### config.mk
export PLATFORM = sky130hd
export DESIGN_NAME = lamp_alternator_ctrl
export DESIGN_NICKNAME = d
export VERILOG_FILES = /design/src/rtl/lamp_alternator_ctrl.sv
export SDC_FILE = /design/constraint.sdc
export NUM_CORES = 1
export LEC_CHECK = 0
export CORE_UTILIZATION = 55
export DETAILED_ROUTE_END_ITERATION = 10
export PLACE_DENSITY = 0.84
export SLEW_MARGIN = 20
export SYNTH_ARGS = -nofsm -noshare
export SYNTH_HDL_FRONTEND = slang
export SYNTH_SLANG_ARGS = --single-unit
### constraint.sdc
create_clock -name Clock -period 2.62 [get_ports Clock]
set_input_delay 0.524 -clock Clock [delete_from_list [all_inputs] [get_ports Clock]]
set_output_delay 0.524 -clock Clock [all_outputs]
set_load 0.02 [all_outputs]
### src/rtl/lamp_alternator_ctrl.sv
// Two-lamp alternator: synchronizes i/s, debounces s, and sequences l1/l2 through
// lamp test, blank and an alternating run pattern with a programmable dwell.
module lamp_alternator_ctrl #(
    parameter int DWELL = 8,
    parameter int DEB   = 4,
    parameter int CNT_W = 8
) (
    input  logic Clock,
    input  logic Resetn,
    input  logic i,
    input  logic s,
    output logic l1,
    output logic l2,
    output logic phase,
    output logic swap
);

    typedef enum logic [1:0] {
        BLANK,
        LAMP_TEST,
        RUN_A,
        RUN_B
    } state_t;

    localparam logic [CNT_W-1:0] DWELL_LAST = CNT_W'(DWELL - 1);
    localparam logic [CNT_W-1:0] DEB_LAST   = CNT_W'(DEB - 1);

    logic             iS1_q, iS2_q;
    logic             sS1_q, sS2_q;
    logic             sDeb_q, sDeb_d;
    logic [CNT_W-1:0] debCnt_q, debCnt_d;
    state_t           state_q, state_d;
    logic [CNT_W-1:0] dwellCnt_q, dwellCnt_d;
    logic             phase_q, phase_d;
    logic             swap_q, swap_d;
    logic             l1_q, l1_d;
    logic             l2_q, l2_d;
    logic             runNow;

    always_ff @(posedge Clock or negedge Resetn) begin
        if (!Resetn) begin
            iS1_q      <= 1'b0;
            iS2_q      <= 1'b0;
            sS1_q      <= 1'b0;
            sS2_q      <= 1'b0;
            sDeb_q     <= 1'b0;
            debCnt_q   <= '0;
            state_q    <= BLANK;
            dwellCnt_q <= '0;
            phase_q    <= 1'b0;
            swap_q     <= 1'b0;
            l1_q       <= 1'b0;
            l2_q       <= 1'b0;
        end else begin
            iS1_q      <= i;
            iS2_q      <= iS1_q;
            sS1_q      <= s;
            sS2_q      <= sS1_q;
            sDeb_q     <= sDeb_d;
            debCnt_q   <= debCnt_d;
            state_q    <= state_d;
            dwellCnt_q <= dwellCnt_d;
            phase_q    <= phase_d;
            swap_q     <= swap_d;
            l1_q       <= l1_d;
            l2_q       <= l2_d;
        end
    end

    // The accepting edge is the one on which the counter would reach DEB.
    always_comb begin
        sDeb_d   = sDeb_q;
        debCnt_d = '0;
        if (sS2_q != sDeb_q) begin
            if (debCnt_q == DEB_LAST) begin
                sDeb_d = sS2_q;
            end else begin
                debCnt_d = debCnt_q + CNT_W'(1);
            end
        end
    end

    assign runNow = (state_q == RUN_A) || (state_q == RUN_B);

    // Dwell advances for every cycle spent lit in a run state; BLANK just holds it.
    always_comb begin
        state_d    = state_q;
        dwellCnt_d = dwellCnt_q;
        phase_d    = phase_q;
        swap_d     = 1'b0;
        if (!iS2_q) begin
            state_d    = LAMP_TEST;
            phase_d    = 1'b0;
            dwellCnt_d = '0;
        end else begin
            if (runNow) begin
                if (dwellCnt_q == DWELL_LAST) begin
                    phase_d    = ~phase_q;
                    dwellCnt_d = '0;
                    swap_d     = 1'b1;
                end else begin
                    dwellCnt_d = dwellCnt_q + CNT_W'(1);
                end
            end
            if (sDeb_q) begin
                state_d = BLANK;
            end else if (state_q == LAMP_TEST) begin
                state_d = RUN_A;
            end else begin
                state_d = phase_d ? RUN_B : RUN_A;
            end
        end
    end

    always_comb begin
        l1_d = 1'b0;
        l2_d = 1'b0;
        case (state_d)
            LAMP_TEST: begin
                l1_d = 1'b1;
                l2_d = 1'b1;
            end
            RUN_A:   l1_d = 1'b1;
            RUN_B:   l2_d = 1'b1;
            default: ;
        endcase
    end

    assign l1    = l1_q;
    assign l2    = l2_q;
    assign phase = phase_q;
    assign swap  = swap_q;

endmodule

== Word level (Yosys, flattened, before mapping) ==
Cells that the tools add are included.

* Register bits: 27
* Input bits: 4
* Word-level logic and storage cells: 47

* $add $sub $neg: 2
* Equality and inequality tests: 10
* Muxes and demuxes: 18
* Bitwise gates (word level): 1
* Reductions and logical operators: 4

{| class="wikitable"
|+ Operators by type and width
! operator !! count
|-
| $mux W8 || 5
|-
| $add A8 B1 Y8 const B || 2
|-
| $mux W1 || 11
|-
| $eq A2 B2 Y1 const B || 4
|-
| $eq A8 B2 Y1 const B || 1
|-
| $eq A8 B3 Y1 const B || 1
|-
| $eq A2 B1 Y1 const B || 2
|-
| $mux W2 || 2
|-
| $reduce_or A2 Y1 || 2
|-
| $ne A2 B1 Y1 const B || 1
|-
| $reduce_and A2 Y1 || 1
|-
| $logic_or A1 B1 Y1 || 1
|-
| $ne A1 B1 Y1 || 1
|-
| $not A1 Y1 || 1
|}

== Depth between registers and ports, before layout ==
* Word-level depth: 11
* Gate-level depth with buffers: 7
* Mapped depth without buffers: 7

== Worst setup path after synthesis ==
OpenSTA, ideal clock, no wires.

* Path kind: register -> register
* From: register dwellCnt_q[0]
* To: register l1_q (netlist: l1)
* Library setup time: 0.063 ns
* Data arrival time: 1.925 ns
* Path slack: 0.632 ns
* Cell stages (with the launch flop): 8
* Buffers on the path: 0
* Clock period less this slack: 1.988 ns
* Cell sequence: dfrtp_1 ha_1 nor4b_1 nand3_1 or4b_1 nand4_1 ha_1 inv_1

* Longest elaborated chain between the ends: 11
* Elaborated cells on any way between the ends: 12
* Those cells by class: eq/ne (3); mux (8); reduce/logical (1)

{| class="wikitable"
|+ Ends and longest elaborated chain
! what !! line !! source
|-
| from (decl) || 33 || <nowiki>logic [CNT_W-1:0] dwellCnt_q, dwellCnt_d;</nowiki>
|-
| from (signal assigned) || 62 || <nowiki>dwellCnt_q <= dwellCnt_d;</nowiki>
|-
| $eq A8 B3 Y1 (*) || 97 || <nowiki>if (dwellCnt_q == DWELL_LAST) begin</nowiki>
|-
| $mux W1 (*) || 97 ||
|-
| $mux W1 (*) || 96 || <nowiki>if (runNow) begin</nowiki>
|-
| $mux W1 (*) || 91 || <nowiki>if (!iS2_q) begin</nowiki>
|-
| $mux W1 (*) || 110 || <nowiki>state_d = phase_d ? RUN_B : RUN_A;</nowiki>
|-
| $mux W1 (*) || 107 || <nowiki>end else if (state_q == LAMP_TEST) begin</nowiki>
|-
| $mux W2 (*) || 105 || <nowiki>if (sDeb_q) begin</nowiki>
|-
| $mux W2 (*) || 91 ||
|-
| named net state_d[0] || 32 || <nowiki>state_t state_q, state_d;</nowiki>
|-
| $eq A2 B1 Y1 or $eq A2 B2 Y1 (tied branches) || 118 || <nowiki>case (state_d)</nowiki>
|-
| $reduce_or A2 Y1 (no source line) (*) || -- ||
|-
| $mux W1 (*) || 118 ||
|-
| named net l1_d || 36 || <nowiki>logic l1_q, l1_d;</nowiki>
|-
| to (signal assigned) || 65 || <nowiki>l1_q <= l1_d;</nowiki>
|-
| to (decl) || 36 ||
|}

Mark *: on every way through the listed nets, which the timed path passes. The rest lies on a longest branch. The select of a mux whose other input is x is not followed.
A chain may end at the register's enable or synchronous reset.

== Final worst setup path ==
Same ends and word-level chain as after synthesis.

==> results list <==
* Nets@finish: 128
* Worst setup slack after layout: roughly 340 ps
- Number of warnings reported in the yosys synthesis log: 0
* Top library cells by usage in the layout, fill and taps aside: dfrtp_1 (27), nor2_1 (14), xor2_1 (10)
* Antenna violation net count after detailed routing: 0
- The total count of max-transition violations in the final report is 0.
- For this run, the share of the core covered by cells in the final layout is between 60% and 70%.
- The root buffer cell chosen for the clock tree is clkbuf_4.
- Detailed routing placed a total of 1000 um of wire on met2.
* Final critical-path share of the clock period: 86.9%
- The setup check on the worst reg-to-reg path leaves a slack of 340 ps.
- Post-Synthesis Mean Instance Area: approximately 11 um2
- Wire segments on met3 add up to between 60 and 70 um in the final route.
- The analysis attributes to cell leakage a power of 0.599 nW.
- Synthesized netlist net count: 117
* Post-synthesis cell type with the largest combined area: dfrtp_1
* First-pass GRT wire length: 3580 um
- Clock latency on the worst-skew pair, taken at its later pin, is 330 ps.
* DRC marker count from the first detailed-route iteration: 20
- Post-route DRC violation count: 0
- STA classifies the critical path endpoint as a register.
- Excluding fillers, the count of instances in the completed layout stands at 146.
- The run finished with clean final reports.
- Number of buffers inserted by post-CTS setup repair: 0
- In the global route stage, overall resource usage came out at 20.2%.
* HPWL reported at the end of detailed placement: around 1400 um
- The synthesized design contains 0 enable-type register cells.
- After layout, the minimum clock period comes to 2280 ps.
- On the final layout, the worst clock skew is 5.93 ps.
- Overall die area: 0.00238 mm2
- Including well taps, the total number of placed cells is 142.
- Entering global routing, the biggest net connects 28 pins.
- Maximum fanout count along the critical path: 5
- Across all layers, the routed design uses between 800 and 900 vias.
- By area the synthesized netlist is led by dfrtp_1 (56%), xor2_1 (7.3%), nor2_1 (4.4%).
* Final hold viol count: 0
- First-pass DRT Iterations: 4
- PostCTS Resize Cnt: 0
- Hold repair after CTS inserted 0 buffers.
- Number of flip-flops and latches in the synthesized netlist: 27
- The initial antenna violation count was 0.
- Worst Setup Path Type: register to register
- Of the cells placed in the final design, the portion with a size suffix greater than 1 is 9.24%.
- From left edge to right edge, the die measures between 40 and 50 um.
- Uppermost signal routing layer after detailed routing: met4
- Area of the mapped netlist: between 0.001 and 0.0015 mm2
* Layout area overhead: 11.1%
- Worst Path Arrival: 2550 ps
- Detailed-routing wirelength on met1: 901 um
* Share of the synthesized area in the top cell type: 56.2%
* Worst Max-Slew Pin Slew: 409 ps
- Number of buffer cells added on primary ports: 7
- TritonCTS built the clock tree.
- Setup repair after global routing left no endpoint under its margin.
* Core Box Area: 0.00200 mm2
- P per Cell Area: 651 mW/mm2
* Routed wire length: between 2000 and 2500 um
* Number of cells produced by synthesis: 109
* Via count of the first global-routing pass: roughly 850
* Type of the most critical hold path: register to register
- Final routed wire length divided by cell count: 13.7 um
- Prior to clock tree synthesis, the placed netlist has a worst setup slack of 371 ps.
* Ant diodes: 0
* Max Freq: 0.439 GHz
- Max clock buf depth: 2
- Accumulated negative setup slack: 0 ps
- For the worst setup path, the data required time is 2900 ps.
- In this run the count of I/O pins placed on the die edge is 8.
* MaxCap Viol Count: 0
- VDD sags by at most 393 uV.
- After clock tree synthesis, the clock-pin slew on the worst setup and hold paths is 150 ps.
- Number of buffers added by the clock tree synthesis step: 3
- Commonest non-fill, non-tap cell in the layout: dfrtp_1
- STA classifies the critical path startpoint as a register.
- Die Span Y: 48.8 um
- The initial utilization of the core area, before any placement, comes to 60.1%.
- The clock net in this run drives a total of 27 sinks.
- CTS HTree Levels: 1
- # setup viols final: 0
* Primary FF master, synth: dfrtp_1
- For this run, asynchronously set or reset flops after synthesis account for 100%.
- The congestion estimate from routability-driven global placement came to 0.912.
- In the routed layout, each cell is associated on average with a via count of about 5.6.
- Std cell rows: 16
* Proportion of synthesized chip area in sequential cells: between 50% and 60%
* Rel. slew slack: 72.3%
* Overflow after GRT: 0
- The netlist uses 26 different library cells.
cell usage after synthesis, drive strengths merged, types with 2 or more instances:
library cell / number
a21oi: 2
and3: 3
clkbuf: 2
dfrtp: 27
ha: 4
inv: 3
nand2: 7
nand2b: 4
nand3: 9
nand3b: 3
nand4: 4
nand4b: 3
nor2: 14
nor3: 2
or4b: 3
xnor2: 2
xor2: 10
state kept, by name, summed over array words and instances, names as in the netlist:
| signal | count |
|---|---|
| swap | 1 |
| iS2_q | 1 |
| l2 | 1 |
| sDeb_q | 1 |
| phase | 1 |
| dwellCnt_q | 8 |
| sS1_q | 1 |
| l1 | 1 |
| iS1_q | 1 |
| state_q | 2 |
| debCnt_q | 8 |
| sS2_q | 1 |
worst max-delay path: stages (launching register included):
cell and delay (ps):
dfrtp_1 430, ha_1 250, nor4b_1 380, nand3_1 220
or4b_1 490, nand4_1 150, ha_1 240, inv_1 60
area by class of cell:
class / count / area (um2)
clock buffers: 3 / 22.5
well taps: 27 / 33.8
fillers: 164 / 666
multi-input cells: 77 / 508
repair buffers: 8 / 77.6
flip-flops and latches: 27 / 676
inverters: 3 / 11.3
clock inverters: 1 / 7.51
worst paths after layout:
kind,cells past startpoint,endpoint,start
setup / recovery,7,l1$_DFF_PN0_,dwellCnt_q[0]$_DFFE_PN0P_
hold / removal,0,iS2_q$_DFF_PN0_,iS1_q$_DFF_PN0_
setup reg to reg,7,l1$_DFF_PN0_,dwellCnt_q[0]$_DFFE_PN0P_
hold reg to reg,0,iS2_q$_DFF_PN0_,iS1_q$_DFF_PN0_
max in group asynchronous,2,debCnt_q[6]$_DFF_PN0_,Resetn
min in group asynchronous,2,dwellCnt_q[4]$_DFFE_PN0P_,Resetn
stage by stage:
stage	hold WS [ps]	instance area, um2	power, W
2_1_floorplan	228	1200	0.000632
3_3_place_gp	334	1310	0.000684
3_5_place_dp	340	1310	0.000694
4_1_cts	375	1340	0.000878
5_1_grt	381	1340	0.000915
6_report	370	1340	0.000869
logic make-up (layout without fill, tap and decap cells):
group / after synthesis / after routing / share of synthesized area, %
buffers and inverters: 5 / 15 / 1.56
adder cells (fa/ha/maj): 4 / 4 / 4.16
AO/OA/AOI/OAI: 3 / 3 / 1.25
multiplexers: 1 / 1 / 1.25
flip-flops: 27 / 27 / 56.2
XOR/XNOR: 12 / 12 / 8.74
AND/OR/NAND/NOR: 57 / 57 / 26.8
routing by layer:
| layer | vias up | global-route usage (%) |
|---|---|---|
| met1 | 397 | 24.8 |
| met5 | - | 0 |
| met4 | 0 | 11.8 |
| met3 | 4 | 4.09 |
| met2 | 15 | 33.1 |
| li1 | 397 | - |
power breakdown:
part	internal [W]	leakage (nW)	switching, W	total [W]
logic	0.0000847	0.230	0.0000821	0.000167
clock network	0.0000584	0.0139	0.000124	0.000182
registers	0.000463	0.355	0.0000575	0.000520
total	0.000606	0.599	0.000263	0.000869
Note: power is estimated with default switching activity, not from simulation.
